--- config.mk ---
export PLATFORM = sky130hd
export DESIGN_NAME = iob2axil
export DESIGN_NICKNAME = d
export VERILOG_FILES = /design/src/rtl/iob2axil_pkg.sv /design/src/rtl/iob2axil.sv
export SDC_FILE = /design/constraint.sdc
export NUM_CORES = 1
export LEC_CHECK = 0
export BUFFER_PORTS_ARGS = -buffer_cell sky130_fd_sc_hd__buf_2
export CORE_UTILIZATION = 38
export DETAILED_ROUTE_END_ITERATION = 10
export GPL_ROUTABILITY_DRIVEN = 1
export PLACE_DENSITY = 0.74
export SLEW_MARGIN = 20
export SYNTH_ARGS = -nofsm -noshare
export SYNTH_HDL_FRONTEND = slang
export SYNTH_SLANG_ARGS = --single-unit
--- constraint.sdc ---
create_clock -name clk_i -period 1.33 [get_ports clk_i]
set_input_delay 0.266 -clock clk_i [delete_from_list [all_inputs] [get_ports clk_i]]
set_output_delay 0.266 -clock clk_i [all_outputs]
set_load 0.02 [all_outputs]
--- src/rtl/iob2axil_pkg.sv ---
// Shared definitions for the IOb to AXI-Lite bridge: FSM encoding and AXI response codes.
package iob2axil_pkg;

  typedef enum logic [2:0] {
    IDLE  = 3'd0,
    WRITE = 3'd1,
    WRESP = 3'd2,
    RADDR = 3'd3,
    RDATA = 3'd4
  } state_t;

  localparam logic [1:0] RESP_OKAY   = 2'b00;
  localparam logic [1:0] RESP_SLVERR = 2'b10;
  localparam logic [2:0] AXI_PROT    = 3'b000;

  function automatic logic resp_is_err(input logic [1:0] resp);
    return resp != RESP_OKAY;
  endfunction

endpackage

--- src/rtl/iob2axil.sv ---
// IOb native slave to AXI-Lite master bridge; one outstanding transaction, all outputs registered.
module iob2axil
  import iob2axil_pkg::*;
#(
  parameter int ADDR_W = 32,
  parameter int DATA_W = 32
) (
  input  logic                clk_i,
  input  logic                rst_n_i,
  input  logic                cke_i,
  input  logic                iob_avalid_i,
  input  logic [ADDR_W-1:0]   iob_addr_i,
  input  logic [DATA_W-1:0]   iob_wdata_i,
  input  logic [DATA_W/8-1:0] iob_wstrb_i,
  output logic                iob_ready_o,
  output logic                iob_rvalid_o,
  output logic [DATA_W-1:0]   iob_rdata_o,
  output logic                err_o,
  output logic [ADDR_W-1:0]   axil_awaddr_o,
  output logic [2:0]          axil_awprot_o,
  output logic                axil_awvalid_o,
  input  logic                axil_awready_i,
  output logic [DATA_W-1:0]   axil_wdata_o,
  output logic [DATA_W/8-1:0] axil_wstrb_o,
  output logic                axil_wvalid_o,
  input  logic                axil_wready_i,
  input  logic [1:0]          axil_bresp_i,
  input  logic                axil_bvalid_i,
  output logic                axil_bready_o,
  output logic [ADDR_W-1:0]   axil_araddr_o,
  output logic [2:0]          axil_arprot_o,
  output logic                axil_arvalid_o,
  input  logic                axil_arready_i,
  input  logic [DATA_W-1:0]   axil_rdata_i,
  input  logic [1:0]          axil_rresp_i,
  input  logic                axil_rvalid_i,
  output logic                axil_rready_o
);

  localparam int STRB_W = DATA_W / 8;

  state_t              state;
  logic [ADDR_W-1:0]   req_addr;
  logic [DATA_W-1:0]   req_wdata;
  logic [STRB_W-1:0]   req_wstrb;
  logic                aw_pending;
  logic                w_pending;

  // A channel stays pending until its own handshake; AW and W retire independently.
  assign aw_pending = axil_awvalid_o && !axil_awready_i;
  assign w_pending  = axil_wvalid_o && !axil_wready_i;

  assign axil_awaddr_o = req_addr;
  assign axil_araddr_o = req_addr;
  assign axil_awprot_o = AXI_PROT;
  assign axil_arprot_o = AXI_PROT;
  assign axil_wdata_o  = req_wdata;
  assign axil_wstrb_o  = req_wstrb;

  always_ff @(posedge clk_i) begin
    if (!rst_n_i) begin
      state          <= IDLE;
      iob_ready_o    <= 1'b1;
      iob_rvalid_o   <= 1'b0;
      iob_rdata_o    <= '0;
      err_o          <= 1'b0;
      axil_awvalid_o <= 1'b0;
      axil_wvalid_o  <= 1'b0;
      axil_bready_o  <= 1'b0;
      axil_arvalid_o <= 1'b0;
      axil_rready_o  <= 1'b0;
      req_addr       <= '0;
      req_wdata      <= '0;
      req_wstrb      <= '0;
    end else if (cke_i) begin
      iob_rvalid_o <= 1'b0;
      err_o        <= 1'b0;
      case (state)
        IDLE: begin
          if (iob_avalid_i) begin
            req_addr    <= iob_addr_i;
            req_wdata   <= iob_wdata_i;
            req_wstrb   <= iob_wstrb_i;
            iob_ready_o <= 1'b0;
            if (|iob_wstrb_i) begin
              state          <= WRITE;
              axil_awvalid_o <= 1'b1;
              axil_wvalid_o  <= 1'b1;
            end else begin
              state          <= RADDR;
              axil_arvalid_o <= 1'b1;
            end
          end
        end
        WRITE: begin
          axil_awvalid_o <= aw_pending;
          axil_wvalid_o  <= w_pending;
          if (!aw_pending && !w_pending) begin
            state         <= WRESP;
            axil_bready_o <= 1'b1;
          end
        end
        WRESP: begin
          if (axil_bvalid_i) begin
            state         <= IDLE;
            axil_bready_o <= 1'b0;
            iob_ready_o   <= 1'b1;
            err_o         <= resp_is_err(axil_bresp_i);
          end
        end
        RADDR: begin
          if (axil_arready_i) begin
            state          <= RDATA;
            axil_arvalid_o <= 1'b0;
            axil_rready_o  <= 1'b1;
          end
        end
        RDATA: begin
          if (axil_rvalid_i) begin
            state         <= IDLE;
            axil_rready_o <= 1'b0;
            iob_ready_o   <= 1'b1;
            iob_rdata_o   <= axil_rdata_i;
            iob_rvalid_o  <= 1'b1;
            err_o         <= resp_is_err(axil_rresp_i);
          end
        end
        default: begin
          state          <= IDLE;
          iob_ready_o    <= 1'b1;
          axil_awvalid_o <= 1'b0;
          axil_wvalid_o  <= 1'b0;
          axil_bready_o  <= 1'b0;
          axil_arvalid_o <= 1'b0;
          axil_rready_o  <= 1'b0;
        end
      endcase
    end
  end

endmodule

==> run_results.csv <==
group,metric,value,unit
global_routing,first_global_vias,3679,
run_status,failed_checks,"negative setup slack",
finish,share_of_cells_above_drive_strength_1,0.482,
finish,syn_to_final_growth,45.9,%
synth,fraction_of_synthesis_flops_using_an_asynchronous_set_or_reset_pin,0,
setup_path,worstSetupStartpointType,"flop",
placement,numPlacedInstances,906,
sta,finalCriticalPeriod,1.36,ns
finish,antenna-diode-count,0,
clock_tree,cts_made_buffers,9,
global_routing,grt_pass1_wl,17.2,mm
detailed_routing,routed_via_density,4.68,
setup_path,cp_data_required_time,1.60,ns
floorplan,initial_utilization,0.388,
finish,fill_cells,1071,
synth,yosys.area_share.adder,0,
detailed_routing,final_antenna_net_count,0,
sta,final_hold_viol_count,0,
setup_path,cpMaxStageDelayCell,"dfxtp_4",
synth,synth-edff-count,0,
placement,placed_cell_area,5770,µm²
synth,fraction_of_the_yosys_area_taken_by_sequential_cells,0.501,
synth,synth_top_cells_by_area,"dfxtp_1 (50%), nand2_1 (17%), a21oi_1 (11%), buf_4 (7.6%), a21oi_2 (2.0%)",
placement,gp_congestion,0.786,
sta,clock.fmax,733,MHz
setup_path,worst-path-max-fanout,8,
setup_path,regToRegSetupSlack,-0.03,ns
floorplan,die_height,110,µm
synth,synth_top_family_by_area,"simple AND/OR/NAND/NOR gates",
floorplan,dieArea,12100,µm²
power,design_power_total,0.00752,W
setup_path,path_depth,6,
sta,setup_viol_count_final,65,
setup_path,critPathBufInv,2,
finish,design_area,6470,µm²
clock_tree,ctsRootBufferMaster,"clkbuf_16",
placement,post-dp-hpwl,8.40,mm
synth,count_of_unique_library_cells_instantiated_by_yosys,41,
synth,parity_gate_share_of_the_synthesized_area_counting_xor_and_xnor_cells,0,
min_path,worst_hold_path.num_cells,3,
synth,synth_warnings,0,
detailed_routing,drt_first_pass_iters,6,
clock_tree,holdBufCountCts,0,
sta,finalClockSkew,0.00565,ns
synth,mappedNetlistArea,4430,µm²
power,irDropWorstVdd,746,µV
synth,yosys.area_share.simple,0.210,
setup_path,timing.critical_path.arrival,1.64,ns
clock_tree,clkTransAtPathRegs,0.07,ns
global_routing,track_usage,0.184,
setup_path,setup.worst_path.end_class,"flop",
synth,syn-mean-instance-area,8.09,µm²
detailed_routing,drcViolationCount,0,
clock_tree,htreeDepth,3,
floorplan,placeableCoreArea,11400,µm²
finish,finalNetCount,898,
finish,finish.cell_count_without_fillers,933,
setup_path,worst-r2r-cell-count,6,
run_status,outcome,"finished, violations left",
sta,timing_max_transition_violations_final,0,
setup_path,crit_family,"simple AND/OR/NAND/NOR gates",
sta,unrepaired_setup_endpoints_after_global_routing,"yes",
power,power.density_cell_area,1160,nW/µm²
synth,synth_compound_area_frac,0.166,
synth,netlist.top_cell.by_area,"dfxtp_1",
synth,synthMuxAreaShare,0.00451,
synth,ys.flop_type,"dfxtp_1",
synth,ys_seq_elements,111,
detailed_routing,vias,4365,
clock_tree,cts_num_sinks,111,
setup_path,worstPathCellList,"nor2_4, buf_6, and3_4, clkbuf_16, nand2_1, a21oi_1",
detailed_routing,post_drt_wl_per_cell,13.6,µm
sta,worst_hold_slack,0.152,ns
power,p_leak,3.03,nW
min_path,hold_path.class,"in -> reg",
setup_path,cp_slowest_stage_delay,0.37,ns
placement,port_bufs,252,
global_routing,grt_start_max_net_pins,40,
detailed_routing,detail_route.wirelength,12.7,mm
sta,totalNegativeSetupSlack,-0.822,ns
synth,synthDominantCellAreaShare,0.501,
job,maxCapViolCount,0,
global_routing,antenna_violations_before_repair,0,
setup_path,worst_setup_path_category,"reg -> reg",
floorplan,die-width,110,µm
global_routing,grt_remaining_overflow,0,
sta,period_share,1.03,
floorplan,boundaryPins,259,
floorplan,std_cell_rows,39,
clock_tree,ctsLongestPathBuffers,2,
clock_tree,tritoncts_clock_tree,"built",
sta,final_critical_path_setup_slack,-0.0348,ns
clock_tree,worstSkewPairLatency,0.34,ns
synth,netlist_instances,548,
detailed_routing,initialDrtViolationCount,215,
## what timing repair did
item,in CTS,in global routing
gates cloned,1,8
buffers inserted,0,2
resized for setup,9,42
pin swaps,1,11
setup endpoints to repair,105,92
## per-stage QoR
stage,setup slack (ns),utilization
final,-0.0348,0.566
after global routing,-0.102,0.566
after floorplan,0.000430,-
after global placement,-0.0345,0.505
after CTS,-0.00591,0.537
after detailed placement,-0.0744,0.505
## state kept, by name, summed over array words and instances (netlist names), 3 cells and up
register       cells
state              3
axil_wstrb_o       4
axil_wdata_o      32
axil_araddr_o     32
iob_rdata_o       32
## cell type report
| type | count | area (µm²) | area share |
|---|---|---|---|
| tap | 143 | 179 | 0.0277 |
| clock inverter | 4 | 52.6 | 0.00813 |
| inverter | 7 | 27.5 | 0.00426 |
| clock buffer | 12 | 267 | 0.0412 |
| multi-input combinational | 360 | 1880 | 0.290 |
| sequential | 111 | 2230 | 0.345 |
| timing repair buffer | 296 | 1840 | 0.284 |
## report_power, final
group	internal, W	total [W]	switching [W]
Sequential	0.00344	0.00352	0.0000752
Combinational	0.000501	0.00119	0.000684
Clock	0.00162	0.00282	0.00120
## layout by cell type, fill, tap and decap left out, types with 2 or more instances in the layout
master,synthesis,routed
o21ai_0,3,3
nand2_4,0,5
a21oi_1,97,73
o221a_1,2,2
inv_1,6,6
nor2_1,3,3
nor3_1,3,3
clkbuf_16,0,15
clkinvlp_4,0,3
a21oi_2,10,34
buf_2,14,252
clkbuf_8,0,3
conb_1,1,6
o31a_1,2,2
nand2_2,10,14
buf_12,0,8
and3_4,0,2
a31oi_1,2,2
buf_4,45,25
dfxtp_1,111,108
buf_6,1,3
nand2_1,195,186
mux2i_1,2,2
dfxtp_4,0,2
## worst register-to-register path: stages, from the launching register on
cell and delay [ns]:
dfxtp_4 0.37, nor2_4 0.18, buf_6 0.12, and3_4 0.26, clkbuf_16 0.19, nand2_1 0.06, a21oi_1 0.13
## cell usage after synthesis, drive strengths merged (2+ instances only)
library cell	count
a21oi	107
a31oi	2
and3	3
buf	61
clkbuf	15
dfxtp	111
inv	6
mux2i	2
nand2	205
nand3	2
nor2	4
nor3	3
o21ai	3
o221a	2
o31a	2
o31ai	2
## cells by family (layout without fill, tap and decap cells)
| logic type | after synthesis | after routing |
|---|---|---|
| mux | 2 | 2 |
| buf+inv | 83 | 319 |
| compound gates | 125 | 125 |
| simple gates | 226 | 227 |
| flops | 111 | 111 |
| other cells | 1 | 6 |
## metal layers
metal,vias to the layer above,part of all wire,global-route usage
li1,2208,-,-
met1,1970,0.42,0.216
met2,175,0.49,0.311
met3,12,0.081,0.0582
met4,0,0.013,0.0724
met5,-,0,0
## final timing paths
check / end / startpoint
max: iob_rdata_o[21]$_SDFFE_PN0P_ / state[0]$_SDFFE_PN0P_
min: iob_rdata_o[3]$_SDFFE_PN0P_ / axil_rdata_i[3]
max reg2reg: iob_rdata_o[21]$_SDFFE_PN0P_ / state[0]$_SDFFE_PN0P_
min reg2reg: axil_wdata_o[14]$_SDFFE_PN0P_ / axil_wdata_o[14]$_SDFFE_PN0P_
No activity file was read; power rests on OpenSTA's default activity.
